$ cat config.mk
export PLATFORM = sky130hd
export DESIGN_NAME = adder_rr_arbiter
export DESIGN_NICKNAME = d
export VERILOG_FILES = /design/src/rtl/adder_pkg.sv /design/src/rtl/adder.sv /design/src/rtl/rr_pick_onehot.sv /design/src/rtl/adder_rr_arbiter.sv
export SDC_FILE = /design/constraint.sdc
export NUM_CORES = 1
export LEC_CHECK = 0
export BUFFER_PORTS_ARGS = -buffer_cell sky130_fd_sc_hd__buf_2
export CAP_MARGIN = 30
export CORE_AREA = 2 2 59 61
export DETAILED_ROUTE_END_ITERATION = 12
export DIE_AREA = 0 0 61 63
export PLACE_DENSITY_LB_ADDON = 0.25
export REMOVE_ABC_BUFFERS = 1
export SETUP_SLACK_MARGIN = 0.2
export SLEW_MARGIN = 25
export SYNTH_ARGS = -nofsm -noshare
export SYNTH_HDL_FRONTEND = slang
export SYNTH_SLANG_ARGS = --single-unit
$ cat constraint.sdc
create_clock -name clk -period 4.9 [get_ports clk]
set_input_delay 0.245 -clock clk [delete_from_list [all_inputs] [get_ports clk]]
set_output_delay 0.245 -clock clk [all_outputs]
set_load 0.01 [all_outputs]
$ cat src/rtl/adder_pkg.sv
// adder_pkg: shared width constants and the round-robin search helper.
package adder_pkg;
    localparam int ADD_W   = 5;
    localparam int MAX_REQ = 8;

    typedef struct packed {
        logic       found;
        logic [2:0] idx;
    } pick_t;

    // Scans downward so the lowest rotated offset from ptr wins.
    function automatic pick_t rr_pick(input logic [MAX_REQ-1:0] valid, input logic [2:0] ptr, input int n);
        pick_t p;
        int    j;
        p = '0;
        for (int k = MAX_REQ - 1; k >= 0; k--) begin
            if (k < n) begin
                j = int'(ptr) + k;
                j = (j >= n) ? j - n : j;
                if (valid[j]) begin
                    p.found = 1'b1;
                    p.idx   = 3'(j);
                end
            end
        end
        return p;
    endfunction
endpackage

$ cat src/rtl/adder.sv
// adder: unsigned ADD_W-bit adder with carry out.
module adder
    import adder_pkg::*;
(
    input  logic [ADD_W-1:0] a,
    input  logic [ADD_W-1:0] b,
    output logic [ADD_W-1:0] sum,
    output logic             cout
);
    assign {cout, sum} = a + b;
endmodule

$ cat src/rtl/rr_pick_onehot.sv
// rr_pick_onehot: combinational round-robin picker returning one-hot grant and index.
module rr_pick_onehot
    import adder_pkg::*;
#(
    parameter  int NUM_REQ = 4,
    localparam int ID_W    = $clog2(NUM_REQ)
) (
    input  logic [NUM_REQ-1:0] i_valid,
    input  logic [ID_W-1:0]    i_ptr,
    output logic [NUM_REQ-1:0] o_grant,
    output logic [ID_W-1:0]    o_idx,
    output logic               o_any
);
    pick_t w_pick;
    assign w_pick  = rr_pick(MAX_REQ'(i_valid), 3'(i_ptr), NUM_REQ);
    assign o_any   = w_pick.found;
    assign o_idx   = ID_W'(w_pick.idx);
    assign o_grant = o_any ? (NUM_REQ'(1) << o_idx) : '0;
endmodule

$ cat src/rtl/adder_rr_arbiter.sv
// adder_rr_arbiter: round-robin sharing of one adder with a registered valid/ready result.
// Optional grant counter port grant_cnt enabled by ADDER_RR_ARBITER_STATS_EN.
module adder_rr_arbiter
    import adder_pkg::*;
#(
    parameter  int NUM_REQ = 4,
    localparam int ID_W    = $clog2(NUM_REQ)
) (
    input  logic                     clk,
    input  logic                     rst,
    input  logic [NUM_REQ-1:0]       req_valid,
    output logic [NUM_REQ-1:0]       req_ready,
    input  logic [NUM_REQ*ADD_W-1:0] req_a,
    input  logic [NUM_REQ*ADD_W-1:0] req_b,
    output logic                     rsp_valid,
    input  logic                     rsp_ready,
    output logic [ADD_W-1:0]         rsp_sum,
    output logic                     rsp_cout,
    output logic [ID_W-1:0]          rsp_id
`ifdef ADDER_RR_ARBITER_STATS_EN
    ,
    output logic [15:0]              grant_cnt
`endif
);
    logic [ID_W-1:0]    r_ptr;
    logic               r_valid;
    logic [ADD_W-1:0]   r_sum;
    logic               r_cout;
    logic [ID_W-1:0]    r_id;
    logic [NUM_REQ-1:0] w_grant;
    logic [ID_W-1:0]    w_idx;
    logic [ID_W-1:0]    w_next_ptr;
    logic               w_any;
    logic               w_can_accept;
    logic               w_xfer;
    logic [ADD_W-1:0]   w_a;
    logic [ADD_W-1:0]   w_b;
    logic [ADD_W-1:0]   w_sum;
    logic               w_cout;

    rr_pick_onehot #(.NUM_REQ(NUM_REQ)) u_pick (
        .i_valid (req_valid),
        .i_ptr   (r_ptr),
        .o_grant (w_grant),
        .o_idx   (w_idx),
        .o_any   (w_any)
    );

    adder u_adder (
        .a    (w_a),
        .b    (w_b),
        .sum  (w_sum),
        .cout (w_cout)
    );

    assign w_can_accept = !r_valid || rsp_ready;
    assign w_xfer       = w_can_accept && w_any;
    assign req_ready    = w_can_accept ? w_grant : '0;
    assign w_a          = req_a[w_idx*ADD_W +: ADD_W];
    assign w_b          = req_b[w_idx*ADD_W +: ADD_W];
    assign w_next_ptr   = (w_idx == ID_W'(NUM_REQ - 1)) ? '0 : w_idx + 1'b1;
    assign rsp_valid    = r_valid;
    assign rsp_sum      = r_sum;
    assign rsp_cout     = r_cout;
    assign rsp_id       = r_id;

    always_ff @(posedge clk) begin
        if (rst) begin
            r_ptr   <= '0;
            r_valid <= 1'b0;
            r_sum   <= '0;
            r_cout  <= 1'b0;
            r_id    <= '0;
        end else if (w_xfer) begin
            r_ptr   <= w_next_ptr;
            r_valid <= 1'b1;
            r_sum   <= w_sum;
            r_cout  <= w_cout;
            r_id    <= w_idx;
        end else if (rsp_ready) begin
            r_valid <= 1'b0;
        end
    end

`ifdef ADDER_RR_ARBITER_STATS_EN
    logic [15:0] r_cnt;
    assign grant_cnt = r_cnt;
    always_ff @(posedge clk) begin
        if (rst)
            r_cnt <= '0;
        else if (w_xfer)
            r_cnt <= r_cnt + 16'd1;
    end
`endif
endmodule

==> results.txt, run 1 <==
----------------------------------------------------
[Global routing]
  Antenna violations before repair ... 0
  Total routing usage reported by global routing ... 14.7%
  Global-route wire length before repair ... 4.53 mm
  Congestion Overflow GR ... 0
  Via count of the first global-routing pass ... 1,072
  Largest net degree at the start of global routing ... 18

[Worst setup path]
  Worst setup slack for register-to-register paths ... 790 ps
  Worst-path maximum fanout ... 14
  Reg-to-Reg End ... rsp_cout$_SDFFE_PP0P_
  Category of the most critical setup path ... flip-flop to flip-flop
  Worst R2R Start ... r_ptr[0]$_SDFFE_PP0P_
  Worst Reg2Reg Path Length in Cells ... 12
  Arrival time reported for the critical path endpoint ... 4230 ps
  Capturing element type of the critical path ... flip-flop
  Worst setup path start ... r_ptr[0]$_SDFFE_PP0P_
  Required @ worst endpoint ... 5030 ps
  Critical path capture point ... rsp_cout$_SDFFE_PP0P_
  CP startpoint kind ... flip-flop

[STA]
  Slew Limit Fails ... 0
  Clock Skew ... 1.40 ps
  Achievable Freq ... 244 MHz
  Final number of hold-violating endpoints ... 0
  RSZ-0062 raised after global routing ... false
  Setup TNS after final layout ... 0 ps
  Minimum setup slack in the final design ... 795 ps
  Measured slew at the worst slew-check pin ... 770 ps
  Final setup violation count ... 0
  Fraction of the cycle the final worst path needs ... 83.8%
  Final Critical Period ... 4110 ps
  Max-slew headroom ... 48.7%

[Floorplanning]
  Row count ... 21
  Number of top-level pins ... 60
  Vert. Die Dim ... 63 µm
  Die area ... 3840 µm²
  Total core area ... 3230 µm²
  Width of the die ... 61 µm
  Effective utilization at floorplan ... 38.1%

[Clocking]
  PostCTS Resize Cnt ... 0
  Depth of the CTS H-tree ... 1
  Setup Fix Bufs, Post-CTS ... 0
  Buffer type at the clock tree root ... sky130_fd_sc_hd__clkbuf_4
  Clock latency on the worst-skew pair ... 260 ps
  Maximum buffer depth of the clock tree ... 2
  TritonCTS clock tree ... built
  Clock transition at the registers of the reported paths ... 70 ps
  Number of buffers inserted during clock tree synthesis ... 3
  Hold buffers post-CTS ... 0
  Clock Sink Count ... 11

[Synthesis]
  Post-synthesis cell area ... 1230 µm²
  Post-synth top area cell ... sky130_fd_sc_hd__mux2i_1
  Avg Cell Area, Syn ... 9.92 µm²
  Post-synthesis register bit count ... 11
  Number of enable flip-flop cells after synthesis ... 0
  Fraction of post-synthesis cell area in the top cell type by area ... 30.1%
  Synthesized netlist cell count ... 124
  Number of distinct standard cells referenced by the synthesized netlist ... 31
  Fraction of registers with async set or reset after synthesis ... 0%
  Part of the Yosys area used for sequential elements ... 17.9%
  Yosys warning total ... 0
  Main flop type after synthesis ... sky130_fd_sc_hd__dfxtp_1
  Ranking of synthesized cells by area ... sky130_fd_sc_hd__mux2i_1, sky130_fd_sc_hd__dfxtp_1, sky130_fd_sc_hd__ha_1, sky130_fd_sc_hd__mux4_2, sky130_fd_sc_hd__nor2_1

[Routing]
  Iter 0 DRT Violations ... 17
  Wire per inst ... 11.8 µm
  Antenna-violating nets left ... 0
  DRC violations left ... 0
  Via-per-instance ratio ... 4.79
  Count of vias placed by the detailed router ... 1,093
  DR pass1 iterations ... 4
  Routed wire length ... 2.70 mm

[Pwr]
  Power per cell area ... 765 nW/µm²
  Tot Pwr ... 0.00120 W
  Static leakage ... 0.867 nW
  Worst IR drop on VDD ... 388 µV

[Cells and area]
  Antenna fix cells ... 0
  Area taken by multi-input logic gates ... 938 µm²
  Fraction of final layout cells with drive strength greater than 1 ... 41.8%
  Fill cells ... 326
  Most common library cell in the layout ignoring fill and taps ... sky130_fd_sc_hd__buf_2
  Area growth, synth to finish ... 27.2%
  Final net count ... 241
  Most frequent cells in the layout ... sky130_fd_sc_hd__buf_2, sky130_fd_sc_hd__mux2i_1, sky130_fd_sc_hd__dfxtp_1
  Sequential cell area ... 220 µm²

[Worst hold path]
  Kind of path behind the tightest hold check ... input pin to flip-flop

[Placement]
  Port buffer count ... 59
  Estimated wirelength of the detail-placed design ... 2.23 mm
  Placer's final routability congestion estimate ... 0.791
  DP Worst Slack ... 798 ps

[Status]
  Run status ... complete, no violations

[Job]
  Max-cap violation count ... 0

----------------------------------------------------
-- sequential cells by signal, summed over array words and instances (netlist names) --
register,cells
rsp_id,2
rsp_valid,1
rsp_sum,5
rsp_cout,1
r_ptr,2
-- synth_stat cells, types with 3 or more instances --
library cell	n
sky130_fd_sc_hd__mux2i_1	37
sky130_fd_sc_hd__dfxtp_1	11
sky130_fd_sc_hd__ha_1	10
sky130_fd_sc_hd__nor2_1	10
sky130_fd_sc_hd__a21oi_1	7
sky130_fd_sc_hd__and2_1	4
sky130_fd_sc_hd__inv_2	4
sky130_fd_sc_hd__nand2b_1	4
sky130_fd_sc_hd__xnor2_1	4
sky130_fd_sc_hd__a211oi_1	3
sky130_fd_sc_hd__buf_6	3
-- worst min-delay path by stage --
stage | from | endpoint | slack, ps | cells after the start
after floorplan | rst | rsp_id[0]$_SDFFE_PP0P_ | 310 | 1
after global placement | rsp_id[1]$_SDFFE_PP0P_ | rsp_id[1]$_SDFFE_PP0P_ | 450 | 2
after detailed placement | rsp_id[1]$_SDFFE_PP0P_ | rsp_id[1]$_SDFFE_PP0P_ | 460 | 2
after CTS | rst | rsp_id[0]$_SDFFE_PP0P_ | 290 | 2
after global routing | rst | rsp_id[0]$_SDFFE_PP0P_ | 290 | 2
final | rst | rsp_sum[1]$_SDFFE_PP0P_ | 300 | 2
-- routing by layer --
| metal | GRT usage [%] | vias to the layer above | wire (µm) |
|---|---|---|---|
| li1 | - | 562 | - |
| met1 | 17.0 | 496 | 1150 |
| met2 | 27.4 | 33 | 1400 |
| met3 | 2.69 | 2 | 150 |
| met4 | 2.45 | 0 | 4 |
| met5 | 0 | - | 0 |
-- power breakdown --
group / internal (W) / switching [W] / leakage [nW]
clock network: 0.0000314 / 0.0000315 / 0.0150
registers: 0.000127 / 0.0000408 / 0.0914
logic: 0.000487 / 0.000478 / 0.760
total: 0.000645 / 0.000551 / 0.867
-- cells by family (layout without fill, tap and decap cells) --
kind of cell               Yosys count  after routing  synth area share, %
muxes                               40             40                 35.6
and+or+nand+nor                     26             26                 10.7
AOI/OAI and AO/OA                   21             21                 15.4
adders and majority gates           11             11                 11.8
DFF                                 11             11                 17.9
buffers and inverters               11             69                 5.80
xor gates and xnor gates             4              4                 2.85
-- layout make-up --
cell class              instances  area share (%)
multi-input cells             102            60.0
well taps                      46            3.68
flip-flops and latches         11            14.1
repair buffers                 60            19.4
inverters                       5            1.20
clock buffers                   4            1.68
-- per-stage QoR --
stage | cell area, µm² | std cells | hold WS [ps] | utilization [%]
after CTS | 1560 | 228 | 288 | 48.4
after floorplan | 1180 | 118 | 310 | -
after global placement | 1540 | 224 | 455 | 47.6
final | 1560 | 228 | 299 | 48.4
after detailed placement | 1540 | 224 | 461 | 47.6
after global routing | 1560 | 228 | 286 | 48.4
-- critical path, stage by stage, from the launching register on --
cell and delay, ps:
sky130_fd_sc_hd__dfxtp_1 670, sky130_fd_sc_hd__inv_2 90, sky130_fd_sc_hd__ha_1 380, sky130_fd_sc_hd__mux4_2 560
sky130_fd_sc_hd__a21oi_4 180, sky130_fd_sc_hd__mux2i_4 620, sky130_fd_sc_hd__mux2i_1 430, sky130_fd_sc_hd__ha_1 290
sky130_fd_sc_hd__a21o_1 180, sky130_fd_sc_hd__a21oi_1 220, sky130_fd_sc_hd__o21bai_1 110, sky130_fd_sc_hd__a21oi_1 150
sky130_fd_sc_hd__a211oi_1 80
No activity file was read; power rests on OpenSTA's default activity.
==> run 2, diff against run 1 <==
- clock period: 4.9 -> 3.88 ns (I/O delays scaled with it)
==> run 2 against run 1 <==
Clock skew up 1.1 ps. Die area unchanged. First-iteration DRC count up 35%. Wire length down 1.9%. Fmax up 20%. Via count up 1.6%. Non-clock buffer count up 3. Critical path depth down 1.
==> results.txt, run 2 (synthesized netlist as in run 1, its figures left out) <==
----------------------------------------------------
[Global routing]
  Total routing usage reported by global routing ... 14.6% (-0.070 points)
  Global-route wire length before repair ... 4.46 mm (-1.7%)
  Congestion Overflow GR ... 0 (unchanged)
  Via count of the first global-routing pass ... 1,053 (-1.8%)
  Largest net degree at the start of global routing ... 18 (unchanged)
  Antenna violations before repair ... 0 (unchanged)

[Cells and area]
  Area growth, synth to finish ... 29.0%
  Fraction of final layout cells with drive strength greater than 1 ... 42.7% (+0.94 points)
  Area taken by multi-input logic gates ... 938 µm² (unchanged)
  Fill cells ... 329 (+0.92%)
  Most frequent cells in the layout ... sky130_fd_sc_hd__buf_2, sky130_fd_sc_hd__mux2i_1, sky130_fd_sc_hd__dfxtp_1
  Antenna fix cells ... 0 (unchanged)
  Final net count ... 244 (+1.2%)
  Sequential cell area ... 220 µm² (unchanged)
  Final instance area ... 1590 µm² (+1.4%)
  Most common library cell in the layout ignoring fill and taps ... sky130_fd_sc_hd__buf_2
  Number of flip-flops in the largest register ... 5 (unchanged)

[Worst setup path]
  Required @ worst endpoint ... 4010 ps (-1020 ps)
  Arrival time reported for the critical path endpoint ... 3550 ps (-680 ps)
  Buffer and inverter count on the worst path ... 0 (-1)
  Capturing element type of the critical path ... flip-flop
  CP startpoint kind ... flip-flop
  Worst path top cell family by delay ... multiplexers
  Slowest stage cell, crit path ... sky130_fd_sc_hd__mux4_2
  Worst-path maximum fanout ... 7 (-7)
  Biggest cell delay along the critical path ... 560 ps (-110 ps)
  Crit-path cells ... ha_1 -> mux4_2 -> a21oi_4 -> mux2i_4 -> mux2i_1 -> ha_1 -> a21o_1 -> a21oi_1 -> o21bai_1 -> a21oi_1 -> a211oi_1
  Category of the most critical setup path ... flip-flop to flip-flop

[Pwr]
  Power per cell area ... 952 nW/µm² (+24%)
  Worst IR drop on VDD ... 427 µV (+10%)
  Static leakage ... 0.881 nW (+1.7%)

[Placement]
  Placed Instance Area ... 1560 µm² (+1.5%)
  Estimated wirelength of the detail-placed design ... 2.28 mm (+1.9%)
  Placer's final routability congestion estimate ... 0.789 (-0.32%)
  Port buffer count ... 59 (unchanged)

[Routing]
  Wire per inst ... 11.5 µm (-3.2%)
  Antenna-violating nets left ... 0 (unchanged)
  Count of vias placed by the detailed router ... 1,110 (+1.6%)
  DR pass1 iterations ... 4 (unchanged)
  Via-per-instance ratio ... 4.81 (+0.24%)
  DRC violations left ... 0 (unchanged)
  Routed wire length ... 2.65 mm (-1.9%)
  Iter 0 DRT Violations ... 23 (+6)

[Floorplanning]
  Number of top-level pins ... 60 (unchanged)
  Total core area ... 3230 µm² (unchanged)
  Width of the die ... 61 µm (unchanged)
  Vert. Die Dim ... 63 µm (unchanged)
  Die area ... 3840 µm² (unchanged)
  Effective utilization at floorplan ... 38.1% (unchanged)
  Row count ... 21 (unchanged)

[Clocking]
  Hold buffers post-CTS ... 0 (unchanged)
  PostCTS Resize Cnt ... 0 (unchanged)
  Clock Sink Count ... 11 (unchanged)
  Buffer type at the clock tree root ... sky130_fd_sc_hd__clkbuf_4
  Clock transition at the registers of the reported paths ... 80 ps (about the same)
  Depth of the CTS H-tree ... 1 (unchanged)
  Maximum buffer depth of the clock tree ... 2 (unchanged)
  Clock latency on the worst-skew pair ... 260 ps (about the same)
  Number of buffers inserted during clock tree synthesis ... 3 (unchanged)
  TritonCTS clock tree ... built
  Setup Fix Bufs, Post-CTS ... 0 (unchanged)

[STA]
  Setup TNS after final layout ... 0 ps (unchanged)
  RSZ-0062 raised after global routing ... false
  Fraction of the cycle the final worst path needs ... 88.3% (+4.5 points)
  Final number of hold-violating endpoints ... 0 (unchanged)
  Achievable Freq ... 292 MHz (+20%)
  Max-slew headroom ... 67.3% (+19 points)
  Slew Limit Fails ... 0 (unchanged)
  Measured slew at the worst slew-check pin ... 490 ps (-280 ps)
  Final Critical Period ... 3430 ps (-680 ps)
  Clock Skew ... 2.52 ps (+1.12 ps)
  Tightest hold margin ... 252 ps (-46.9 ps)
  Final setup violation count ... 0 (unchanged)

[Status]
  Run status ... complete, no violations

[Worst hold path]
  Kind of path behind the tightest hold check ... input pin to flip-flop

[Job]
  Max-cap violation count ... 0 (unchanged)

----------------------------------------------------
run 2: worst reg2reg max path: cells and delay by family (launching register included):
family                     cells  cell delay, ps
muxes                          3            1330
AOI/OAI and AO/OA              6             900
adders and majority gates      2             670
DFF                            1             380
run 2: final cells by class:
| type | instances | area share (%) |
|---|---|---|
| clock buffer | 4 | 1.66 |
| sequential | 11 | 13.9 |
| timing repair buffer | 63 | 20.5 |
| inverter | 5 | 1.18 |
| tap | 46 | 3.63 |
| multi-input combinational | 102 | 59.1 |
run 2: stage by stage:
step                      utilization [%]  worst slack (ps)  cells  total power (W)
after floorplan                         -               139    118          0.00118
after global placement               48.3               565    227          0.00143
after detailed placement             48.3               436    227          0.00145
after CTS                            49.1               441    231          0.00154
after global routing                 49.1               205    231          0.00169
final                                49.1               454    231          0.00151
run 2: final timing paths:
check / slack [ps] / from / cells after the start / endpoint
min reg2reg: 470 / rsp_id[1]$_SDFFE_PP0P_ / 2 / rsp_id[1]$_SDFFE_PP0P_
max: 450 / r_ptr[1]$_SDFFE_PP0P_ / 11 / rsp_cout$_SDFFE_PP0P_
max reg2reg: 450 / r_ptr[1]$_SDFFE_PP0P_ / 11 / rsp_cout$_SDFFE_PP0P_
min: 250 / rst / 2 / rsp_sum[0]$_SDFFE_PP0P_
run 2: metal layers:
metal  wire length, µm  track usage [%]
met2              1380             26.9
met5                 0                0
met4                 0             2.45
met3               173             2.07
met1              1100             17.6
run 2: power by group:
part | switching, W | internal, W | total [W]
Combinational | 0.000609 | 0.000631 | 0.00124
Sequential | 0.0000309 | 0.000161 | 0.000191
Clock | 0.0000395 | 0.0000397 | 0.0000792
